==> src/rtl/ssd_capture.sv <==
// ssd_capture: samples a multiplexed active-low seven-segment bus and rebuilds
// the BCD value shown at each anode position, with a stability filter
// against anode-switch ghosting and per-position sticky error flags.
// Optional feature macro: SSD_CAP_ALLON_EN (all-low an_in = broadcast to all).
module ssd_capture #(
  parameter int unsigned NUM_DIGITS = 8,
  parameter int unsigned STABLE_CNT = 4
) (
  input  logic                    clk,
  input  logic                    rst_n,
  input  logic [0:6]              seg_in,
  input  logic [NUM_DIGITS-1:0]   an_in,
  input  logic                    capture_en,
  input  logic                    clear_err,
  output logic [4*NUM_DIGITS-1:0] value_out,
  output logic [NUM_DIGITS-1:0]   valid_out,
  output logic [NUM_DIGITS-1:0]   err_out,
  output logic                    update_strobe
);

  localparam int unsigned SW = NUM_DIGITS + 7;
  localparam int unsigned CW = 8;
  localparam int unsigned OW = $clog2(NUM_DIGITS + 1);
  localparam int unsigned VW = 4 * NUM_DIGITS;
  localparam logic [CW-1:0] CNT_MAX = CW'(STABLE_CNT);

  // Decode an abcdefg (0 = lit) pattern: 0..9 digit, F blank, E undecodable
  function automatic logic [3:0] seg_decode(input logic [0:6] s);
    logic [3:0] d;
    case (s)
      7'b0000001: d = 4'd0;
      7'b1001111: d = 4'd1;
      7'b0010010: d = 4'd2;
      7'b0000110: d = 4'd3;
      7'b1001100: d = 4'd4;
      7'b0100100: d = 4'd5;
      7'b0100000: d = 4'd6;
      7'b0001111: d = 4'd7;
      7'b0000000: d = 4'd8;
      7'b0000100: d = 4'd9;
      7'b1111111: d = 4'hF;
      default:    d = 4'hE;
    endcase
    return d;
  endfunction

  logic [SW-1:0]         smp_c;
  logic [SW-1:0]         smp_q;
  logic [CW-1:0]         cnt_q;
  logic [CW-1:0]         cnt_d;
  logic [NUM_DIGITS-1:0] sel_c;
  logic [OW-1:0]         ones_c;
  logic                  addr_c;
  logic                  commit_c;

  logic                  cmt_q;
  logic [NUM_DIGITS-1:0] cmt_mask_q;
  logic [0:6]            cmt_seg_q;

  logic [VW-1:0]         val_q;
  logic [VW-1:0]         val_d;
  logic [NUM_DIGITS-1:0] vld_q;
  logic [NUM_DIGITS-1:0] vld_d;
  logic [NUM_DIGITS-1:0] err_q;
  logic [NUM_DIGITS-1:0] err_set_c;
  logic [3:0]            code_c;
  logic                  upd_c;
  logic                  strobe_q;

  assign smp_c = {an_in, seg_in};
  assign sel_c = ~an_in;

  // Sample classification: one selected anode (or all, as broadcast) is addressed
  always_comb begin
    ones_c = '0;
    for (int unsigned i = 0; i < NUM_DIGITS; i++) begin
      ones_c = ones_c + OW'(sel_c[i]);
    end
    addr_c = (ones_c == OW'(1));
`ifdef SSD_CAP_ALLON_EN
    if (an_in == '0) begin
      addr_c = 1'b1;
    end
`endif
  end

  // Stability counter next state and single-shot commit detection
  always_comb begin
    cnt_d    = '0;
    commit_c = 1'b0;
    if (capture_en && addr_c) begin
      if (smp_c == smp_q) begin
        cnt_d = (cnt_q >= CNT_MAX) ? CNT_MAX : cnt_q + CW'(1);
      end else begin
        cnt_d = CW'(1);
      end
      commit_c = (cnt_d == CNT_MAX) && (cnt_q != CNT_MAX);
    end
  end

  // Sample history, counter and the registered commit request
  always_ff @(posedge clk or negedge rst_n) begin
    if (!rst_n) begin
      smp_q      <= '1;
      cnt_q      <= '0;
      cmt_q      <= 1'b0;
      cmt_mask_q <= '0;
      cmt_seg_q  <= '1;
    end else begin
      smp_q <= smp_c;
      cnt_q <= cnt_d;
      cmt_q <= commit_c;
      if (commit_c) begin
        cmt_mask_q <= sel_c;
        cmt_seg_q  <= seg_in;
      end
    end
  end

  // Apply a committed pattern to every selected position
  always_comb begin
    val_d     = val_q;
    vld_d     = vld_q;
    err_set_c = '0;
    code_c    = seg_decode(cmt_seg_q);
    if (cmt_q) begin
      for (int unsigned i = 0; i < NUM_DIGITS; i++) begin
        if (cmt_mask_q[i]) begin
          if (code_c <= 4'd9) begin
            val_d[4*i +: 4] = code_c;
            vld_d[i]        = 1'b1;
          end else if (code_c == 4'hF) begin
            val_d[4*i +: 4] = 4'hF;
            vld_d[i]        = 1'b0;
          end else begin
            err_set_c[i] = 1'b1;
          end
        end
      end
    end
    upd_c = (val_d != val_q) || (vld_d != vld_q);
  end

  // Output registers; a new error set overrides a simultaneous clear
  always_ff @(posedge clk or negedge rst_n) begin
    if (!rst_n) begin
      val_q    <= '1;
      vld_q    <= '0;
      err_q    <= '0;
      strobe_q <= 1'b0;
    end else begin
      val_q    <= val_d;
      vld_q    <= vld_d;
      err_q    <= (clear_err ? '0 : err_q) | err_set_c;
      strobe_q <= upd_c;
    end
  end

  assign value_out     = val_q;
  assign valid_out     = vld_q;
  assign err_out       = err_q;
  assign update_strobe = strobe_q;

endmodule

==> config.mk <==
export PLATFORM = sky130hd
export DESIGN_NAME = ssd_capture
export DESIGN_NICKNAME = d
export VERILOG_FILES = /design/src/rtl/ssd_capture.sv
export SDC_FILE = /design/constraint.sdc
export NUM_CORES = 1
export LEC_CHECK = 0
export CAP_MARGIN = 20
export CORE_MARGIN = 2
export CORE_UTILIZATION = 25
export DETAILED_ROUTE_END_ITERATION = 16
export SYNTH_ARGS = -nofsm -noshare
export SYNTH_HDL_FRONTEND = slang
export SYNTH_SLANG_ARGS = --single-unit
==> constraint.sdc <==
create_clock -name clk -period 2.5 [get_ports clk]
set_clock_uncertainty 0.15 [all_clocks]
set_input_delay 0.5 -clock clk [delete_from_list [all_inputs] [get_ports clk]]
set_output_delay 0.5 -clock clk [all_outputs]
set_load 0.05 [all_outputs]
==> results of run 1 <==
-- power groups by stage --
| stage | registers, mW | clock network [mW] | logic [mW] |
|---|---|---|---|
| 2_1_floorplan | 1.49 | 0 | 0.0851 |
| 6_report | 1.47 | 1.45 | 0.225 |
| 3_3_place_gp | 1.49 | 0 | 0.202 |
| 4_1_cts | 1.47 | 1.48 | 0.230 |
| 3_5_place_dp | 1.49 | 0 | 0.215 |
| 5_1_grt | 1.47 | 1.54 | 0.256 |
-- final timing paths --
kind / startpoint / end / slack (ps) / cells after the start
worst max-delay path: an_in[0] / cmt_seg_q[6]$_DFFE_PN1P_ / -1280 / 14
worst min-delay path: rst_n / err_out[4]$_DFF_PN0_ / 30 / 1
worst max register to register: cmt_seg_q[4]$_DFFE_PN1P_ / update_strobe$_DFF_PN0_ / 30 / 8
worst min register to register: value_out[8]$_DFF_PN1_ / value_out[8]$_DFF_PN1_ / 360 / 2
max in group asynchronous: rst_n / cmt_seg_q[0]$_DFFE_PN1P_ / 1470 / 2
min in group clk: an_in[1] / smp_q[8]$_DFF_PN1_ / 230 / 2
-- worst max-delay path: stages --
cell	delay, ps
buf_8	80
inv_4	30
fa_1	550
fa_1	440
fa_1	500
ha_2	180
inv_2	40
fa_2	520
nand3_2	70
a21oi_2	120
nand4_1	170
a21oi_4	240
buf_6	160
mux2_4	300
-- synth_stat cells (2+ instances only) --
cell type	count
fa_1	4
a21o_1	2
nor2_1	46
a32oi_1	3
o221ai_1	2
nor3_1	6
ha_1	5
a21oi_1	33
nand3_1	15
o21a_1	2
dfstp_2	54
xor2_1	13
o21ai_0	23
nor2_2	8
o22a_1	9
nor3b_1	2
nor4_1	5
or3_1	2
nand4_1	5
buf_2	7
a22oi_1	9
and2_1	2
and3_1	3
a31oi_1	9
mux2_2	6
dfrtp_1	34
o21ai_1	2
clkbuf_1	13
xnor2_1	5
inv_1	32
buf_6	2
o22ai_1	23
nand2_1	16
-- state kept, by name (all words and copies together), names as in the netlist --
signal,cells
smp_q,15
update_strobe,1
err_out,8
cmt_q,1
cmt_mask_q,8
cmt_seg_q,7
value_out,32
cnt_q,8
valid_out,8
-- per-layer routing --
layer  vias to the layer above  wire length [µm]  global-route usage, %
li1                       1774                 -                      -
met1                      1876              5630                   18.6
met2                       134              6070                   22.7
met4                         0               257                   5.67
met5                         -                 0                      0
met3                        18               754                   3.99
-- per-stage QoR --
stage / hold slack [ps] / util [%] / std cells / TNS, ps
final: 33.8 / 35.7 / 775 / -21430
after global routing: 78.8 / 35.7 / 775 / -24500
after CTS: 48.3 / 34.9 / 768 / -22370
after detailed placement: 355 / 32.5 / 749 / -37720
after global placement: 356 / 32.5 / 749 / -35730
after floorplan: 54.4 / - / 435 / -25210
-- timing repair --
item                                    in CTS  in global routing
hold endpoints to repair                     0                  0
endpoints found under the setup margin      27                 36
pin swaps                                    7                 17
gates cloned                                 0                  0
gates resized for setup                     37                 23
buffers inserted                             3                  7
-- kinds of logic (layout without fill, tap and decap cells) --
kind of cell,count (synthesis),count (layout),synth area share [%]
AOI/OAI and AO/OA,134,134,20.2
and+or+nand+nor,118,118,13.4
DFF,88,88,52.2
buffers and inverters,57,172,5.59
xor gates and xnor gates,18,18,3.63
adders and majority gates,9,9,3.28
muxes,6,6,1.56
other,1,5,0.0863
-- cell type report --
class,count,area (µm²)
inverter,32,123
tap,225,282
timing repair buffer,124,1130
clock buffer,11,243
sequential,88,2270
multi-input combinational,290,1980
clock inverter,5,78.8
fill,1700,11000
==> metrics.txt, run 1 <==
status complete, but fails checks; failing checks setup timing; Reg power frac 46.7%; final count of hold timing violations 0; Psw 667 µW; HP Class in -> async; Area contributors post-synth dfstp_2 33%, dfrtp_1 20%, nor2_1 4.0%, a21oi_1 3.8%, o22ai_1 3.3%; Peak Freq 265 MHz; async set-reset flop share out of synthesis 100%; n_diodes 0; commonest non-fill, non-tap cell in the layout clkdlybuf4s50_1; Port-buffer cells 67; clk sinks 88; Initial DRC Count 260; pre-CTS setup slack -2120 ps; Worst VDD drop 382 µV; power after layout 3.14 mW; Cell Area, Placed 5560 µm²; share of cells above drive strength 1 32.0%; Post-synth EDFFs 0; Leakage Power 2.44 nW; Layout area overhead 40.7%; synth warn 0; Initial DRT Pass Iterations 6; CTS clk-pin slew, worst paths 60 ps; Least-Margin Pin Slew 641 ps; Root Buffer clkbuf_16; Unique masters post-synth 62; via count 3802; worst setup margin -1280 ps; Sw Share 21.3%; CTS Hold Buffers Added 0; # setup viols final 19; CTS max path bufs 2; worst-skew pair later-pin latency 350 ps; CP Data Required Time 2630 ps; largest net degree at the start of global routing 52; Initial Util 25.4%; most frequent cells in the layout 58 x clkdlybuf4s50_1, 57 x buf_4, 54 x dfstp_2; Synth Area per Inst 10.1 µm²; first-pass GRT wire length 20200 µm; ANT nets after route 0; Syn Std Cell Area 4340 µm²; Crit Path Category in -> reg; Yosys reg bits 88; max-slew violation count 0; design area 6110 µm²; internal power 2.47 mW; Via density 4.91; core footprint 17100 µm²; crit path DAT 3900 ps; vias in the first global route 3715; WL final 12700 µm; RSZ-0062 raised after global routing yes; die height 136 µm; min Tclk post-route 3780 ps; crit path capture type register; relative slew slack 57.3%; startpoint types primary input; Clock Power Share 46.1%; area share of the largest cell type after synthesis 32.7%; Die X-Extent 136 µm; sequential area share after synthesis 52.2%; Cells after Synth 431; placer congestion estimate 0.929; CTS tree built; wire per inst 16.4 µm; Final nets 573; global route total overflow 0; CTS buffer count 9; CTS H-tree lvls 3; Max Cap Viol 0; initial antenna violation count 0; post-synth top area cell dfstp_2; ys flop type dfstp_2; FP Rows 48; Die ar. 18400 µm²; gr usage total 14.3%; Tcrit/Tclk final 151%; I/O pin total 68; # DRC 0; Max Fanout on Critical Path 4; power per cell area 513 nW/µm²; Comb power frac 7.2%; Final HPWL DP 9570 µm
(Power assumes the default switching activity.)
==> run 2, diff against run 1 <==
--- a/config.mk
+++ b/config.mk
@@ -6,7 +6,7 @@
 export NUM_CORES = 1
 export LEC_CHECK = 0
 export CAP_MARGIN = 20
-export CORE_MARGIN = 2
+export CORE_MARGIN = 1.5
 export CORE_UTILIZATION = 25
 export DETAILED_ROUTE_END_ITERATION = 16
 export SYNTH_ARGS = -nofsm -noshare
==> constraint.sdc (replaced) <==
create_clock -name clk -period 3.03 [get_ports clk]
set_clock_uncertainty 0.15 [all_clocks]
set_input_delay 0.606 -clock clk [delete_from_list [all_inputs] [get_ports clk]]
set_output_delay 0.606 -clock clk [all_outputs]
set_load 0.05 [all_outputs]
==> run 2 against run 1 <==
  * Non-clock buffer count down 27
  * Core utilization down 1.8 points
  * Worst hold slack better by 200 ps
  * Final cell count down 3.5%
  * Critical path type unchanged
  * The run still ends with setup timing left
  * Die area down 1.5%
  * Global-route usage down 0.31 points
  * Final area down 5.2%
==> metrics.txt, run 2 (synthesis results as in run 1) <==
n_diodes 0 (unchanged); Psw 533 µW (was 667 µW); Initial DRT Pass Iterations 5 (was 6); Leakage Power 2.23 nW (was 2.44 nW); Initial DRC Count 292 (was 260); commonest non-fill, non-tap cell in the layout clkdlybuf4s50_1 (unchanged); startpoint types primary input (unchanged); die height 135 µm (was 136 µm); share of cells above drive strength 1 25.6% (was 32.0%); CTS tree built (unchanged); DR WL met3 1010 µm (was 754 µm); Max Cap Viol 0 (unchanged); ANT nets after route 0 (unchanged); CTS Hold Buffers Added 0 (unchanged); via count 3715 (was 3802); Tcrit/Tclk final 129%; Via density 4.97 (was 4.91); I/O pin total 68 (unchanged); first-pass GRT wire length 19700 µm (was 20200 µm); CTS clk-pin slew, worst paths 60 ps (about the same); worst setup margin -868 ps (was -1280 ps); Layout area overhead 33.4% (was 40.7%); Cell Area, Placed 5380 µm² (was 5560 µm²); failing checks setup timing (unchanged); Peak Freq 257 MHz; crit path capture type register (unchanged); HP Class in -> async (unchanged); design area 5800 µm² (was 6110 µm²); CTS H-tree lvls 3 (unchanged); Comb power frac 7.4% (was 7.2%); Critical-path top delay cell fa_1 (unchanged); clk sinks 88 (unchanged); global route total overflow 0 (unchanged); max-slew violation count 0 (unchanged); critical path, cell by cell buf_8 -> inv_4 -> fa_1 -> fa_1 -> fa_1 -> ha_2 -> inv_2 -> fa_2 -> nand3_2 -> a21oi_2 -> nand4_1 -> a21oi_4 -> buf_6 -> mux2_4 (unchanged); Clock Power Share 43.7% (was 46.1%); Final Util 33.9% (was 35.7%); CP dominant cell by count fa_1 (unchanged); Die X-Extent 135 µm (was 136 µm); wire per inst 16.5 µm (was 16.4 µm); min Tclk post-route 3900 ps; vias in the first global route 3665 (was 3715); fillers 1720 (was 1700); cell family with most CP delay adder cells (unchanged); most frequent cells in the layout 63 x clkdlybuf4s50_1, 54 x dfstp_2, 44 x nor2_1 (was 58 x clkdlybuf4s50_1, 57 x buf_4, 54 x dfstp_2); Sw Share 21.5% (was 21.3%); Placed Cells 726 (was 749); final count of hold timing violations 0 (unchanged); Final Non-Filler Cells 748 (was 775); Initial Util 25.4% (unchanged); FP Rows 48 (unchanged); relative slew slack 41.8% (was 57.3%); Die ar. 18200 µm² (was 18400 µm²); CTS max path bufs 2 (unchanged); Max Fanout on Critical Path 4 (unchanged); WL met2 5910 µm (was 6070 µm); Port-buffer cells 67 (unchanged); initial antenna violation count 0 (unchanged); internal power 1.95 mW (was 2.47 mW); worst-skew pair later-pin latency 340 ps (was 350 ps); placer congestion estimate 0.939 (was 0.929); worst path buffer plus inverter count 4 (unchanged); Final nets 546 (was 573); WL final 12400 µm (was 12700 µm); DRT met1 WL 5310 µm (was 5630 µm); RSZ-0062 raised after global routing yes (unchanged); core footprint 17100 µm² (unchanged); crit path DAT 4020 ps (was 3900 ps); Reg power frac 48.8% (was 46.7%); hold_ws 237 ps (was 33.8 ps); power per cell area 428 nW/µm² (was 513 nW/µm²); max FFs per register 32 (unchanged); status complete, but fails checks (unchanged); Crit Path Category in -> reg (unchanged); gr usage total 14.0% (was 14.3%); Max stage delay on crit path 540 ps (was 550 ps); CTS buffer count 9 (unchanged); Final HPWL DP 9110 µm (was 9570 µm); CP Data Required Time 3150 ps (was 2630 ps); top sig layer met4 (unchanged); Least-Margin Pin Slew 872 ps (was 641 ps); Root Buffer clkbuf_16 (unchanged); Worst VDD drop 332 µV (was 382 µV); # setup viols final 19 (unchanged); # DRC 0 (unchanged); largest net degree at the start of global routing 72 (was 52)
run 2: final cells by class:
cell class / count / area [µm²] / area share (%)
well taps: 225 / 282 / 4.86
flip-flops and latches: 88 / 2270 / 39.2
inverters: 32 / 125 / 2.16
clock inverters: 1 / 8.76 / 0.151
repair buffers: 97 / 916 / 15.8
multi-input cells: 290 / 1910 / 32.9
clock buffers: 15 / 289 / 4.99
run 2: metal layers:
| layer | global-route usage, % | vias to the layer above |
|---|---|---|
| met4 | 4.18 | 0 |
| met2 | 22.5 | 170 |
| li1 | - | 1724 |
| met1 | 18.6 | 1806 |
| met3 | 3.72 | 15 |
| met5 | 0 | - |
run 2: power groups by stage:
stage               combinational (mW)  sequential, mW  clock (mW)
floorplan                       0.0702            1.23           0
global route                     0.208            1.21        1.17
CTS                              0.178            1.21        1.12
detailed placement               0.162            1.23           0
finish                           0.185            1.21        1.08
global placement                 0.154            1.23           0
run 2: final timing paths:
check	depth (start not counted)	slack (ps)	to	start
setup / recovery	14	-870	cmt_seg_q[6]$_DFFE_PN1P_	an_in[0]
hold / removal	1	240	valid_out[6]$_DFF_PN0_	rst_n
setup reg to reg	7	250	update_strobe$_DFF_PN0_	cmt_seg_q[2]$_DFFE_PN1P_
hold reg to reg	2	370	value_out[8]$_DFF_PN1_	value_out[8]$_DFF_PN1_
max in group asynchronous	2	1720	smp_q[3]$_DFF_PN1_	rst_n
min in group clk	2	340	smp_q[8]$_DFF_PN1_	an_in[1]
run 2: what timing repair did:
action | in CTS | in global routing
endpoints found under the hold margin | 0 | 0
resized for setup | 33 | 6
pin swaps | 10 | 8
setup endpoints to repair | 19 | 19
setup buffers | 3 | 3
run 2: metrics by stage:
step                      total power, mW  setup TNS (ps)  setup slack, ps
after global placement               1.38          -28180            -1600
final                                2.48          -14060             -868
after global routing                 2.59          -16730             -999
after floorplan                      1.30          -17150            -1070
after detailed placement             1.39          -30750            -1770
after CTS                            2.51          -15200             -939
